File: src/rtl/axi_lite_pkg.sv
// Shared types and constants for the AXI4-Lite request arbiter.
package axi_lite_pkg;

    // AXI response code
    typedef logic [1:0] axi_resp_t;

    localparam axi_resp_t RESP_OKAY   = 2'b00;
    localparam axi_resp_t RESP_SLVERR = 2'b10;

    // Transaction sequencer states
    typedef enum logic [2:0] {
        IDLE,
        WR,
        WR_RESP,
        RD_ADDR,
        RD_DATA,
        DONE
    } arb_state_t;

    // Protection attribute driven on both AW and AR: unprivileged, secure, data
    localparam logic [2:0] PROT_DEFAULT = 3'b000;

endpackage

File: src/rtl/axi_lite_req_arbiter_rr_arbiter.sv
// Combinational round-robin picker: first asserted request at or after ptr,
// scanning upward and wrapping modulo N. The pointer register lives in the parent.
module rr_arbiter #(
    parameter int N     = 2,
    parameter int IDX_W = (N > 1) ? $clog2(N) : 1
) (
    input  logic [N-1:0]     req,
    input  logic [IDX_W-1:0] ptr,
    input  logic             enable,
    output logic [N-1:0]     grant_onehot,
    output logic [IDX_W-1:0] grant_idx,
    output logic             any
);

    logic [IDX_W:0]   sum_w [N];
    logic [IDX_W-1:0] cand  [N];

    // cand[k] is the requester index examined at search offset k from ptr
    genvar gi;
    generate
        for (gi = 0; gi < N; gi++) begin : g_cand
            assign sum_w[gi] = {1'b0, ptr} + (IDX_W+1)'(gi);
            assign cand[gi]  = (sum_w[gi] >= (IDX_W+1)'(N))
                             ? IDX_W'(sum_w[gi] - (IDX_W+1)'(N))
                             : sum_w[gi][IDX_W-1:0];
        end
    endgenerate

    // Scan from the farthest offset down so the nearest hit to ptr wins
    always_comb begin
        grant_onehot = '0;
        grant_idx    = '0;
        any          = 1'b0;
        for (int k = N - 1; k >= 0; k--) begin
            if (enable && req[cand[k]]) begin
                grant_idx = cand[k];
                any       = 1'b1;
            end
        end
        if (any) begin
            grant_onehot[grant_idx] = 1'b1;
        end
    end

endmodule

File: src/rtl/axi_lite_req_arbiter.sv
// Shares one AXI4-Lite master port among NUM_REQ requesters, round-robin,
// with exactly one transaction in flight at a time.
module axi_lite_req_arbiter #(
    parameter int NUM_REQ    = 2,
    parameter int DATA_WIDTH = 32,
    parameter int ADDR_WIDTH = 5
) (
    input  logic                            aclk,
    input  logic                            areset,
    input  logic [NUM_REQ-1:0]              req_valid,
    input  logic [NUM_REQ-1:0]              req_write,
    input  logic [NUM_REQ*ADDR_WIDTH-1:0]   req_addr,
    input  logic [NUM_REQ*DATA_WIDTH-1:0]   req_wdata,
    input  logic [NUM_REQ*DATA_WIDTH/8-1:0] req_wstrb,
    output logic [NUM_REQ-1:0]              req_ready,
    output logic [NUM_REQ-1:0]              rsp_valid,
    output logic [DATA_WIDTH-1:0]           rsp_rdata,
    output logic [1:0]                      rsp_resp,
    output logic [ADDR_WIDTH-1:0]           m_axi_awaddr,
    output logic [2:0]                      m_axi_awprot,
    output logic                            m_axi_awvalid,
    input  logic                            m_axi_awready,
    output logic [DATA_WIDTH-1:0]           m_axi_wdata,
    output logic [DATA_WIDTH/8-1:0]         m_axi_wstrb,
    output logic                            m_axi_wvalid,
    input  logic                            m_axi_wready,
    input  logic [1:0]                      m_axi_bresp,
    input  logic                            m_axi_bvalid,
    output logic                            m_axi_bready,
    output logic [ADDR_WIDTH-1:0]           m_axi_araddr,
    output logic [2:0]                      m_axi_arprot,
    output logic                            m_axi_arvalid,
    input  logic                            m_axi_arready,
    input  logic [DATA_WIDTH-1:0]           m_axi_rdata,
    input  logic [1:0]                      m_axi_rresp,
    input  logic                            m_axi_rvalid,
    output logic                            m_axi_rready
);

    import axi_lite_pkg::*;

    localparam int IDX_W  = (NUM_REQ > 1) ? $clog2(NUM_REQ) : 1;
    localparam int STRB_W = DATA_WIDTH / 8;

    arb_state_t              state_reg,   state_next;
    logic [IDX_W-1:0]        ptr_reg,     ptr_next;
    logic [IDX_W-1:0]        gidx_reg,    gidx_next;
    logic [ADDR_WIDTH-1:0]   addr_reg,    addr_next;
    logic [DATA_WIDTH-1:0]   wdata_reg,   wdata_next;
    logic [STRB_W-1:0]       wstrb_reg,   wstrb_next;
    logic                    awvalid_reg, awvalid_next;
    logic                    wvalid_reg,  wvalid_next;
    logic                    arvalid_reg, arvalid_next;
    logic [DATA_WIDTH-1:0]   rdata_reg,   rdata_next;
    axi_resp_t               resp_reg,    resp_next;

    logic [ADDR_WIDTH-1:0]   addr_arr  [NUM_REQ];
    logic [DATA_WIDTH-1:0]   wdata_arr [NUM_REQ];
    logic [STRB_W-1:0]       wstrb_arr [NUM_REQ];

    logic [NUM_REQ-1:0]      grant_onehot;
    logic [IDX_W-1:0]        grant_idx;
    logic                    grant_any;
    logic                    arb_enable;

    // Unpack the flattened requester buses and decode the response strobe
    genvar gi;
    generate
        for (gi = 0; gi < NUM_REQ; gi++) begin : g_req
            assign addr_arr[gi]  = req_addr[gi*ADDR_WIDTH +: ADDR_WIDTH];
            assign wdata_arr[gi] = req_wdata[gi*DATA_WIDTH +: DATA_WIDTH];
            assign wstrb_arr[gi] = req_wstrb[gi*STRB_W +: STRB_W];
            assign rsp_valid[gi] = (state_reg == DONE) && (gidx_reg == IDX_W'(gi));
        end
    endgenerate

    // Grants are only offered while idle and out of reset, so req_ready
    // is a clean one-cycle pulse that never fires during reset
    assign arb_enable = (state_reg == IDLE) && !areset;

    rr_arbiter #(
        .N     (NUM_REQ),
        .IDX_W (IDX_W)
    ) u_rr (
        .req          (req_valid),
        .ptr          (ptr_reg),
        .enable       (arb_enable),
        .grant_onehot (grant_onehot),
        .grant_idx    (grant_idx),
        .any          (grant_any)
    );

    assign req_ready     = grant_onehot;
    assign rsp_rdata     = rdata_reg;
    assign rsp_resp      = resp_reg;

    assign m_axi_awaddr  = addr_reg;
    assign m_axi_araddr  = addr_reg;
    assign m_axi_awprot  = PROT_DEFAULT;
    assign m_axi_arprot  = PROT_DEFAULT;
    assign m_axi_awvalid = awvalid_reg;
    assign m_axi_wvalid  = wvalid_reg;
    assign m_axi_wdata   = wdata_reg;
    assign m_axi_wstrb   = wstrb_reg;
    assign m_axi_arvalid = arvalid_reg;
    assign m_axi_bready  = (state_reg == WR_RESP);
    assign m_axi_rready  = (state_reg == RD_DATA);

    // Next-state and capture logic for the transaction sequencer
    always_comb begin
        state_next   = state_reg;
        ptr_next     = ptr_reg;
        gidx_next    = gidx_reg;
        addr_next    = addr_reg;
        wdata_next   = wdata_reg;
        wstrb_next   = wstrb_reg;
        awvalid_next = awvalid_reg;
        wvalid_next  = wvalid_reg;
        arvalid_next = arvalid_reg;
        rdata_next   = rdata_reg;
        resp_next    = resp_reg;

        case (state_reg)
            IDLE: begin
                if (grant_any) begin
                    gidx_next  = grant_idx;
                    addr_next  = addr_arr[grant_idx];
                    wdata_next = wdata_arr[grant_idx];
                    wstrb_next = wstrb_arr[grant_idx];
                    if (req_write[grant_idx]) begin
                        awvalid_next = 1'b1;
                        wvalid_next  = 1'b1;
                        state_next   = WR;
                    end else begin
                        arvalid_next = 1'b1;
                        state_next   = RD_ADDR;
                    end
                end
            end
            WR: begin
                // AW and W retire independently; leave once both are done
                if (awvalid_reg && m_axi_awready) begin
                    awvalid_next = 1'b0;
                end
                if (wvalid_reg && m_axi_wready) begin
                    wvalid_next = 1'b0;
                end
                if (!awvalid_next && !wvalid_next) begin
                    state_next = WR_RESP;
                end
            end
            WR_RESP: begin
                if (m_axi_bvalid) begin
                    resp_next  = m_axi_bresp;
                    rdata_next = '0;
                    state_next = DONE;
                end
            end
            RD_ADDR: begin
                if (m_axi_arready) begin
                    arvalid_next = 1'b0;
                    state_next   = RD_DATA;
                end
            end
            RD_DATA: begin
                if (m_axi_rvalid) begin
                    rdata_next = m_axi_rdata;
                    resp_next  = m_axi_rresp;
                    state_next = DONE;
                end
            end
            DONE: begin
                ptr_next   = (gidx_reg == IDX_W'(NUM_REQ - 1)) ? '0 : gidx_reg + 1'b1;
                state_next = IDLE;
            end
            default: begin
                state_next = IDLE;
            end
        endcase
    end

    // State and capture registers; reset abandons any transaction in flight
    always_ff @(posedge aclk) begin
        if (areset) begin
            state_reg   <= IDLE;
            ptr_reg     <= '0;
            gidx_reg    <= '0;
            addr_reg    <= '0;
            wdata_reg   <= '0;
            wstrb_reg   <= '0;
            awvalid_reg <= 1'b0;
            wvalid_reg  <= 1'b0;
            arvalid_reg <= 1'b0;
            rdata_reg   <= '0;
            resp_reg    <= RESP_OKAY;
        end else begin
            state_reg   <= state_next;
            ptr_reg     <= ptr_next;
            gidx_reg    <= gidx_next;
            addr_reg    <= addr_next;
            wdata_reg   <= wdata_next;
            wstrb_reg   <= wstrb_next;
            awvalid_reg <= awvalid_next;
            wvalid_reg  <= wvalid_next;
            arvalid_reg <= arvalid_next;
            rdata_reg   <= rdata_next;
            resp_reg    <= resp_next;
        end
    end

endmodule

File: config.mk
export PLATFORM = sky130hd
export DESIGN_NAME = axi_lite_req_arbiter
export DESIGN_NICKNAME = d
export VERILOG_FILES = /design/src/rtl/axi_lite_pkg.sv /design/src/rtl/axi_lite_req_arbiter_rr_arbiter.sv /design/src/rtl/axi_lite_req_arbiter.sv
export SDC_FILE = /design/constraint.sdc
export NUM_CORES = 1
export LEC_CHECK = 0
export BUFFER_PORTS_ARGS = -buffer_cell sky130_fd_sc_hd__clkbuf_2
export CORE_ASPECT_RATIO = 0.5
export CORE_MARGIN = 2
export CORE_UTILIZATION = 42
export CTS_CLUSTER_DIAMETER = 60
export DETAILED_ROUTE_END_ITERATION = 6
export MAX_ROUTING_LAYER = met4
export PLACE_DENSITY = 0.88
export SYNTH_ARGS = -nofsm -noshare
export SYNTH_HDL_FRONTEND = slang
export SYNTH_SLANG_ARGS = --single-unit
File: constraint.sdc
create_clock -name aclk -period 2.15 [get_ports aclk]
set_input_delay 0.3225 -clock aclk [delete_from_list [all_inputs] [get_ports aclk]]
set_output_delay 0.3225 -clock aclk [all_outputs]
set_load 0.01 [all_outputs]
After elaboration in Yosys (flattened, before gate mapping)
Cells that the tools add are included.
{"block": "op_classes", "add_sub_neg": 4, "magnitude_cmp": 7, "n_eq_ne": 12, "muxes": 50, "bitwise_logic": 2, "n_reduce_logical": 21}
{"cell": "$mux 32", "n": 5}
{"cell": "$pmux 32 s2", "n": 1}
{"cell": "$mux 1", "n": 23}
{"cell": "$mux 3", "n": 5}
{"cell": "$mux 5", "n": 3}
{"cell": "$pmux 3 s5", "n": 1}
{"cell": "$mux 4", "n": 3}
{"cell": "$ne 2x2->1 const B", "n": 6}
{"cell": "$logic_and 1x1->1", "n": 9}
{"cell": "$mux 2", "n": 4}
{"cell": "$eq 3x2->1 const B", "n": 2}
{"cell": "$eq 3x3->1 const B", "n": 2}
{"cell": "$lt 1x2->1 const B", "n": 3}
{"cell": "$pmux 1 s2", "n": 3}
{"cell": "$reduce_and 3->1", "n": 2}
{"cell": "$reduce_bool 2->1", "n": 3}
{"cell": "$reduce_and 5->1", "n": 1}
{"cell": "$ge 2x2->1 const B", "n": 2}
{"cell": "$pmux 2 s2", "n": 1}
{"cell": "$reduce_and 4->1", "n": 1}
{"cell": "$eq 3x1->1 const B", "n": 1}
{"cell": "$logic_not 1->1", "n": 3}
{"cell": "$logic_not 3->1", "n": 1}
{"cell": "$add 1x1->2 const B", "n": 1}
{"cell": "other kinds (9)", "n": 10}
{"block": "totals", "reg_bits": 83, "input_bits": 129}

Longest topological paths before layout
Gate-level depths: netlist (run 1).
{"block": "depth", "ltp_word": 13, "depth_mapped": 8}

Modules after synthesis
Synthesis (run 1) repeated with hierarchy kept, for this count alone.
{"block": "hier_totals", "hier_cells": 384, "area_unflattened_um2": 3731.1}
{"module": "axi_lite_req_arbiter", "instances": 1, "cells_per_inst": 377, "area_per_inst_um2": 3697.3, "seq_area_each_um2": 1661.6}
{"module": "rr_arbiter", "instances": 1, "cells_per_inst": 7, "area_per_inst_um2": 33.8, "seq_area_each_um2": 0.0}

Worst setup path after synthesis (run 1)
No wires, ideal clock.
{"block": "synth_path", "path_kind": "flip-flop to output port", "start": "reg state_reg[1]", "end": "out req_ready[0]", "arrival_ps": 1593, "slack_ps": 234, "path_stages_with_launch": 6, "cell_sequence": "dfxtp_1 > buf_4 > or3_4 > buf_6 > a2111oi_4 > buf_6"}
{"block": "synth_via", "elab_chain_cells": 10, "elab_cells_between_ends": 14, "classes_between": "2 x order compare; 7 x mux; 5 x reduce/logical"}
{"element": "start: declaration", "line_no": "axi_lite_req_arbiter.sv:45", "source": "arb_state_t state_reg, state_next;"}
{"element": "start signal: assignment", "line_no": "axi_lite_req_arbiter.sv:197", "source": "state_reg <= state_next;"}
{"element": "$logic_not 3->1 *", "line_no": "axi_lite_req_arbiter.sv:79", "source": "assign arb_enable = (state_reg == IDLE) && !areset;"}
{"element": "$logic_and 1x1->1 *", "line_no": "axi_lite_req_arbiter.sv:79"}
{"element": "$logic_and 1x1->1", "line_no": "axi_lite_req_arbiter_rr_arbiter.sv:35", "source": "if (enable && req[cand[k]]) begin"}
{"element": "$mux 1 (2 in a row)", "line_no": "axi_lite_req_arbiter_rr_arbiter.sv:35"}
{"element": "$lt 1x2->1 (implied by the code) or $ge 1x1->1 (tied branches)", "line_no": "axi_lite_req_arbiter_rr_arbiter.sv:41", "source": "grant_onehot[grant_idx] = 1'b1;"}
{"element": "$logic_and 1x1->1 (implied by the code)", "line_no": "axi_lite_req_arbiter_rr_arbiter.sv:41"}
{"element": "$mux 1 (implied by the code)", "line_no": "axi_lite_req_arbiter_rr_arbiter.sv:41"}
{"element": "$demux 1 s1"}
{"element": "$mux 2 *", "line_no": "axi_lite_req_arbiter_rr_arbiter.sv:40", "source": "if (any) begin"}
{"element": "end: declaration", "line_no": "axi_lite_req_arbiter.sv:15", "source": "output logic [NUM_REQ-1:0] req_ready,"}
Every way passes the cells marked *; elsewhere a longest branch is shown, timed or not.

Worst setup path after layout (run 1)
{"block": "layout_path", "start": "reg state_reg[2]", "end": "out req_ready[0]"}
Same word-level chain as after synthesis.

==> results of run 1 <==
## cells by family after synthesis
| group | count (synthesis) | share of synthesized area [%] |
|---|---|---|
| multiplexers | 1 | 0.294 |
| other | 1 | 0.110 |
| buffers and inverters | 47 | 8.57 |
| AO/OA/AOI/OAI | 99 | 24.9 |
| flip-flops | 83 | 48.8 |
| AND/OR/NAND/NOR | 142 | 17.3 |
## routing by layer
layer,up-vias,track usage [%],wire (um)
met1,1584,22.4,4010
met5,-,-,0
met4,0,6.39,70
li1,1698,-,-
met2,98,37.6,5050
met3,6,4.88,410
## repair_timing
action                                  CTS  global route
setup buffers                             0             4
hold endpoints to repair                  0             0
gates resized for setup                   0             0
endpoints found under the setup margin    0             1
## per-stage QoR
stage | instance area, um2 | util, % | total power, uW | std cells
floorplan | 3420 | - | 2780 | 378
global placement | 4500 | 56.7 | 3190 | 678
detailed placement | 4500 | 56.7 | 3220 | 678
CTS | 4770 | 60.1 | 4630 | 692
global route | 4830 | 60.8 | 4880 | 697
finish | 4830 | 60.8 | 4620 | 697
## worst min-delay path by stage
stage	startpoint	to	slack (ps)	cells past startpoint
after global placement	rsp_resp[0]$_SDFFE_PP0P_	rsp_resp[0]$_SDFFE_PP0P_	460	2
after global routing	req_wdata[35]	m_axi_wdata[3]$_SDFFE_PP0P_	170	3
after detailed placement	rsp_resp[0]$_SDFFE_PP0P_	rsp_resp[0]$_SDFFE_PP0P_	470	2
after CTS	req_wdata[63]	m_axi_wdata[31]$_SDFFE_PP0P_	160	3
final	req_wdata[63]	m_axi_wdata[31]$_SDFFE_PP0P_	180	3
after floorplan	req_addr[5]	m_axi_araddr[0]$_SDFFE_PP0P_	420	2
## synthesized netlist by cell type, drive strengths merged, types with 2 or more instances
cell type	instances
o21ai	3
nor2b	4
nor3	4
buf	20
nand2b	3
a221oi	2
a21oi	9
clkbuf	20
or3	2
nor2	38
inv	7
a22oi	73
nand2	86
dfxtp	83
a311o	2
o21ba	2
## layout make-up
type                            count  area (um2)
Clock buffer                       11         253
Clock inverter                      3        15.0
Fill cell                         713        3120
Inverter                            7        26.3
Multi-Input combinational cell    248        1490
Sequential cell                    83        1660
Tap cell                          112         140
Timing Repair Buffer              233        1240
## power by group
part           internal (uW)  total [uW]  switching [uW]
clock network            825        1390             563
logic                    587        1310             727
registers               1770        1920             148
## worst max-delay path, cell delays in order (launching register included)
cell and delay [ps]:
dfxtp_1 300, or3_4 430, a2111oi_4 420, buf_12 160, clkbuf_2 130
==> impl_metrics.yaml, run 1 <==
setup_path:
  cp.arrival_ps: 1760
  worstReg2RegEnd: "m_axi_araddr[3]$_SDFFE_PP0P_"
  crit_path_start_kind: "flip-flop"
  reg2reg_from: "state_reg[2]$_SDFFE_PP0P_"
  crit_type: "reg2out"
  r2r_setup_slack_ps: 180
  cp-end-kind: "output pin"
  startpoint: "state_reg[2]$_SDFFE_PP0P_"
  worstPathRequired_ps: 1830
  rr_worst_depth: 7
  crit_end: "req_ready[0]"
  path_max_fanout: 5
job:
  maxCapViolCount: 0
layout:
  antennaDiodeCount: 0
  drive_above_1_share_pct: 47.0
  final_common_cell: "clkbuf_2"
  nets: 711
  layout_common_cells: "clkbuf_2, nand2_1, dfxtp_1"
  synthToLayoutAreaGrowth_pct: 41.8
clock_tree:
  clockBufferDepth: 2
  cts_made_buffers: 9
  clkSinkCount: 83
  cts_tree: "yes"
  cts.htree.levels: 3
  worstSkewPairLatency_ps: 330
  clock_tree.root_cell: "clkbuf_16"
  hold_buffers: 0
  clkSlewWorstSetupHoldPaths_ps: 60
synthesis:
  synth_edf_count: 0
  yosys_register_bits: 83
  yosysUniqueCellTypes: 37
  async_flop_share_pct: 0
  yosys.area.top_type: "dfxtp_1"
  syn_avg_cell_area_um2: 9.12
  yosysTopAreaCellShare_pct: 48.8
  yosysWarningCount: 0
  synthCells: 373
  ys_seq_area_share_pct: 48.8
  syn_area_um2: 3400
  synth-main-ff-cell: "dfxtp_1"
  synthTopCellsByArea: "dfxtp_1, a22oi_1, nand2_1"
die:
  die_area_um2: 8880
  ios: 224
  die_y_um: 67.7
  core-area_um2: 7940
  start_util_pct: 42.8
  rows: 23
  die_x_um: 131
drt:
  wl_mm: 9.54
  via_per_inst: 4.86
  drtIter0Drc: 153
  ant_nets: 0
  wl_per_cell_um: 13.7
  drc: 0
  first_pass_iters: 4
  vias: 3386
sta:
  fmax_mhz: 480
  finalCriticalPeriod_ps: 2090
  worst_slack_ps: 64.7
  worst_slew_pin_slew_ps: 1120
  finClkSkew_ps: 6.87
  setup_violations: 0
  drv_slew: 0
  setup_tns_ps: 0
  rsz0062_at_grt: "no"
  fin_crit_sh_pct: 97.0
  timing.hold.ws_ps: 176
  hold_viol: 0
  relSlewSlack_pct: 25.5
placed_design:
  gp_congestion: 0.880
  io_buffers: 217
  post-place-ws_ps: 181
  dp_hpwl_mm: 6.92
power_and_ir_drop:
  p_per_area_nw_per_um2: 958
  ir_worst_vdd_uv: 571
  p_leak_uw: 0.00243
min_path:
  hp-class: "in2reg"
global_route:
  grt_pass1_vias: 3096
  grt_overflow_total: 0
  grt_util_all_layers_pct: 20.3
  antenna_found_initial: 0
  grt_pass1_wl_mm: 14.1
  grt_max_degree: 42
status:
  status: "finished clean"
No activity file was read; power rests on OpenSTA's default activity.
==> run 2, diff against run 1 <==
==> constraint.sdc (replaced) <==
create_clock -name aclk -period 2.15 [get_ports aclk]
set_input_delay 0.43 -clock aclk [delete_from_list [all_inputs] [get_ports aclk]]
set_output_delay 0.43 -clock aclk [all_outputs]
set_load 0.01 [all_outputs]
==> run 2 against run 1 <==
Critical path depth decreased by 1; hold slack gained 110 ps; global-route usage is 0.42 points higher; clock skew decreased by 2.9 ps; first-iteration DRC count increased by 0.65%; fmax is 0.36% higher; core utilization is 1.1 points higher; flip-flop and latch count unchanged; highest routed layer unchanged.
==> impl_metrics.yaml, run 2 (same netlist as run 1, synthesis figures left out) <==
status:
  status: "finished clean"
drt:
  ant_nets: 0
  first_pass_iters: 5
  wl_mm: 9.56
  wl_per_cell_um: 13.7
  vias: 3471
  via_per_inst: 4.98
  drtIter0Drc: 154
  drc: 0
layout:
  final.fill_count: 678
  layout_common_cells: "clkbuf_2, nand2_1, dfxtp_1"
  final_common_cell: "clkbuf_2"
  synthToLayoutAreaGrowth_pct: 44.4
  drive_above_1_share_pct: 47.0
  layout.cells.non_filler: 697
  antennaDiodeCount: 0
  nets: 709
global_route:
  antenna_found_initial: 0
  grt_pass1_wl_mm: 14.5
  grt_max_degree: 42
  grt_util_all_layers_pct: 20.7
  grt_overflow_total: 0
  grt_pass1_vias: 3123
setup_path:
  worstPathRequired_ps: 1720
  crit_path_start_kind: "flip-flop"
  max_stage_delay_ps: 400
  cp-end-kind: "output pin"
  rr_worst_depth: 5
  cp.arrival_ps: 1650
  crit_chain: "or3_4 > a2111oi_4 > clkbuf_2"
  slowest_stage: "or3_4"
  path_max_fanout: 2
  worstReg2RegEnd: "m_axi_wdata[7]$_SDFFE_PP0P_"
  crit_type: "reg2out"
  reg2reg_from: "state_reg[1]$_SDFFE_PP0P_"
  r2r_setup_slack_ps: 230
clock_tree:
  cts_made_buffers: 9
  clock_tree.root_cell: "clkbuf_16"
  worstSkewPairLatency_ps: 330
  clockBufferDepth: 2
  cts_resized: 0
  cts.htree.levels: 3
  cts_tree: "yes"
  clkSlewWorstSetupHoldPaths_ps: 60
  clkSinkCount: 83
  hold_buffers: 0
placed_design:
  dp_hpwl_mm: 6.99
  placedCellCount: 679
  gp_congestion: 0.859
  io_buffers: 217
sta:
  timing.hold.ws_ps: 283
  finalCriticalPeriod_ps: 2080
  worst_slew_pin_slew_ps: 1120
  drv_slew: 0
  relSlewSlack_pct: 25.1
  rsz0062_at_grt: "no"
  setup_violations: 0
  finClkSkew_ps: 3.92
  fmax_mhz: 481
  fin_crit_sh_pct: 96.6
  hold_viol: 0
  setup_tns_ps: 0
power_and_ir_drop:
  p_leak_uw: 0.00247
  p_per_area_nw_per_um2: 1060
  ir_worst_vdd_uv: 530
  total_power_uw: 5210
min_path:
  hold_path.startpoint: "req_wdata[57]"
  hold_end: "m_axi_wdata[25]$_SDFFE_PP0P_"
  whs_path_depth: 3
  hp-class: "in2reg"
job:
  maxCapViolCount: 0
die:
  ios: 224
  die_area_um2: 8880
  start_util_pct: 42.8
  die_x_um: 131
  rows: 23
  core-area_um2: 7940
  die_y_um: 67.7
## run 2: power by group
| part | leakage (uW) | internal [uW] | total (uW) | switching (uW) |
|---|---|---|---|---|
| clock | 0.000190 | 1370 | 1980 | 608 |
| combinational | 0.00161 | 579 | 1310 | 734 |
| sequential | 0.000678 | 1770 | 1920 | 147 |
| total | 0.00247 | 3720 | 5210 | 1490 |
## run 2: timing repair
item / in CTS / in global routing
setup buffers: 2 / 0
pin swaps: 2 / 1
gates cloned: 0 / 0
endpoints found under the setup margin: 1 / 1
hold endpoints to repair: 0 / 0
## run 2: how the worst max path moves through the flow
stage                                    startpoint                           end  slack, ps  cells past startpoint
after floorplan           state_reg[1]$_SDFFE_PP0P_                  req_ready[0]        130                      5
after global routing      state_reg[1]$_SDFFE_PP0P_                  req_ready[0]          3                      3
final                     state_reg[1]$_SDFFE_PP0P_                  req_ready[0]         70                      3
after CTS                 state_reg[1]$_SDFFE_PP0P_                  req_ready[0]          9                      3
after global placement                 req_valid[1]   m_axi_wdata[5]$_SDFFE_PP0P_        170                      5
after detailed placement               req_valid[1]  m_axi_wdata[12]$_SDFFE_PP0P_         70                      5
## run 2: worst max-delay path, delay by kind of cell (launching register included)
kind | cells | cell delay, ps
buffers and inverters | 1 | 210
and+or+nand+nor | 1 | 400
AOI/OAI and AO/OA | 1 | 400
DFF | 1 | 310
## run 2: cell type report
cell class                 instances  area, um2  area share (%)
sequential                        83       1660            33.8
multi-input combinational        248       1490            30.4
timing repair buffer             231       1200            24.5
clock buffer                       9        225            4.58
clock inverter                     7        164            3.34
tap                              112        140            2.85
inverter                           7       26.3           0.535
## run 2: routing by layer
metal | GRT usage, % | vias to the layer above | wire length, um
met5 | - | - | 0
met4 | 6.93 | 0 | 126
met3 | 5.48 | 13 | 474
met2 | 36.8 | 114 | 4940
met1 | 23.5 | 1649 | 4020
li1 | - | 1695 | -
## run 2: metrics by stage
| step | area (um2) | util (%) | setup WS, ps |
|---|---|---|---|
| 2_1_floorplan | 3420 | - | 127 |
| 3_3_place_gp | 4510 | 56.8 | 167 |
| 3_5_place_dp | 4510 | 56.8 | 67.5 |
| 4_1_cts | 4910 | 61.9 | 9.11 |
| 5_1_grt | 4910 | 61.9 | 3.10 |
| 6_report | 4910 | 61.9 | 72.2 |
==> run 3, diff against run 2 <==
--- a/config.mk
+++ b/config.mk
@@ -12,7 +12,7 @@
 export CTS_CLUSTER_DIAMETER = 60
 export DETAILED_ROUTE_END_ITERATION = 6
 export MAX_ROUTING_LAYER = met4
-export PLACE_DENSITY = 0.88
+export PLACE_DENSITY = 0.8
 export SYNTH_ARGS = -nofsm -noshare
 export SYNTH_HDL_FRONTEND = slang
 export SYNTH_SLANG_ARGS = --single-unit
==> run 3 against run 2 <==
Highest routed layer unchanged; die area is the same; core utilization is 0.72 points lower; critical path type unchanged; non-clock buffer count decreased by 4; largest cell class unchanged.
==> impl_metrics.yaml, run 3 (same netlist as run 1, synthesis figures left out) <==
status:
  status: "finished clean"
sta:
  setup_violations: 0
  timing.hold.ws_ps: 280
  worst_slew_pin_slew_ps: 1100
  finalCriticalPeriod_ps: 2100
  fin_crit_sh_pct: 97.7
  fmax_mhz: 476
  hold_viol: 0
  rsz0062_at_grt: "yes"
  finClkSkew_ps: 5.97
  setup_tns_ps: 0
  drv_slew: 0
  relSlewSlack_pct: 27.0
global_route:
  use_met1_pct: 21.1
  grt.busiest_layer: "met2"
  gr-usage-met3_pct: 6.68
  grt_pass1_wl_mm: 14.4
  grt_overflow_total: 0
  grt_pass1_vias: 3207
  grt_util_all_layers_pct: 20.9
  antenna_found_initial: 0
  grt_max_degree: 46
  grtUsageMet2_pct: 39.0
layout:
  nets: 705
  drive_above_1_share_pct: 46.6
  final.fill_count: 706
  antennaDiodeCount: 0
  finish.instance_area_um2: 4860
  final_common_cell: "clkbuf_2"
  synthToLayoutAreaGrowth_pct: 42.7
  layout_common_cells: "clkbuf_2, nand2_1, dfxtp_1"
min_path:
  hp-class: "in2reg"
  hold_path.startpoint: "req_wdata[41]"
  whs_path_depth: 3
  hold_end: "m_axi_wdata[9]$_SDFFE_PP0P_"
setup_path:
  max_stage_delay_ps: 430
  crit_type: "reg2out"
  rr_worst_depth: 4
  crit_chain: "or3_4 > a2111oi_4 > buf_2"
  crit_path_start_kind: "flip-flop"
  cp-end-kind: "output pin"
  worstReg2RegEnd: "m_axi_wdata[12]$_SDFFE_PP0P_"
  cp.arrival_ps: 1670
  r2r_setup_slack_ps: 320
  worstPathRequired_ps: 1720
  reg2reg_from: "state_reg[2]$_SDFFE_PP0P_"
  slowest_stage: "or3_4"
  path_max_fanout: 5
drt:
  first_pass_iters: 5
  via_per_inst: 4.88
  ant_nets: 0
  drtIter0Drc: 171
  wl_mm: 9.39
  wl_per_cell_um: 13.6
  drc: 0
  vias: 3380
die:
  die_x_um: 131
  ios: 224
  core-area_um2: 7940
  die_y_um: 67.7
  rows: 23
  die_area_um2: 8880
  start_util_pct: 42.8
job:
  maxCapViolCount: 0
clock_tree:
  clock_tree.root_cell: "clkbuf_16"
  clkSlewWorstSetupHoldPaths_ps: 60
  cts_setup_buffers: 0
  clkSinkCount: 83
  cts.htree.levels: 3
  worstSkewPairLatency_ps: 330
  cts_made_buffers: 9
  cts_tree: "yes"
  clockBufferDepth: 2
power_and_ir_drop:
  p_leak_uw: 0.00244
  p_per_area_nw_per_um2: 1030
  total_power_uw: 5000
  ir_worst_vdd_uv: 569
placed_design:
  gp_congestion: 0.807
  io_buffers: 217
  dp_hpwl_mm: 6.72
  placed_area_um2: 4500
[run 3: changes by cell type in the layout (fill, tap and decap cells not counted)]
cell | before | now
buf_4 | 13 | 9
clkbuf_8 | 0 | 3
bufinv_16 | 5 | 3
buf_2 | 0 | 1
clkbuf_2 | 217 | 216
clkinv_4 | 1 | 0
[run 3: area by class of cell]
type	instances	area (um2)	area share, %
Clock buffer	12	267	5.49
Clock inverter	4	95.1	1.96
Inverter	7	26.3	0.541
Multi-Input combinational cell	248	1490	30.8
Sequential cell	83	1660	34.2
Tap cell	112	140	2.89
Timing Repair Buffer	227	1170	24.2
[run 3: per-stage QoR]
step,std cells,util (%),worst slack [ps]
after detailed placement,677,56.6,72.7
after floorplan,378,-,127
after global placement,677,56.6,141
after CTS,693,61.2,14.7
after global routing,693,61.2,-27.5
final,693,61.2,49.6
[run 3: timing repair]
action,in CTS,in global routing
hold endpoints to repair,0,0
setup endpoints to repair,1,1
cloned,0,0
hold buffers,0,0
resized for setup,0,1
pin swaps,1,0
[run 3: worst max-delay path by stage]
stage                                    startpoint                           end  slack, ps  cells past startpoint
after floorplan           state_reg[1]$_SDFFE_PP0P_                  req_ready[0]        130                      5
after global placement                 req_valid[1]   m_axi_wdata[8]$_SDFFE_PP0P_        140                      5
after detailed placement               req_valid[1]  m_axi_wdata[12]$_SDFFE_PP0P_         70                      5
after CTS                 state_reg[2]$_SDFFE_PP0P_                  req_ready[0]         10                      3
after global routing      state_reg[2]$_SDFFE_PP0P_                  req_ready[0]        -30                      3
final                     state_reg[2]$_SDFFE_PP0P_                  req_ready[0]         50                      3
[run 3: critical path: cells and delay by family, from the launching register on]
kind | cells | cell delay (ps)
AOI/OAI and AO/OA | 1 | 370
and+or+nand+nor | 1 | 430
buffers and inverters | 1 | 230
DFF | 1 | 310
[run 3: per-layer routing]
metal	up-vias	share of wire, %
li1	1678	-
met5	-	0
met3	18	5.6
met4	0	1.8
met2	129	54
met1	1555	39
[run 3: where the power goes]
group / total, uW / switching, uW / leakage [uW] / internal [uW]
clock network: 1820 / 591 / 0.000179 / 1230
registers: 1910 / 144 / 0.000678 / 1770
logic: 1270 / 719 / 0.00158 / 552
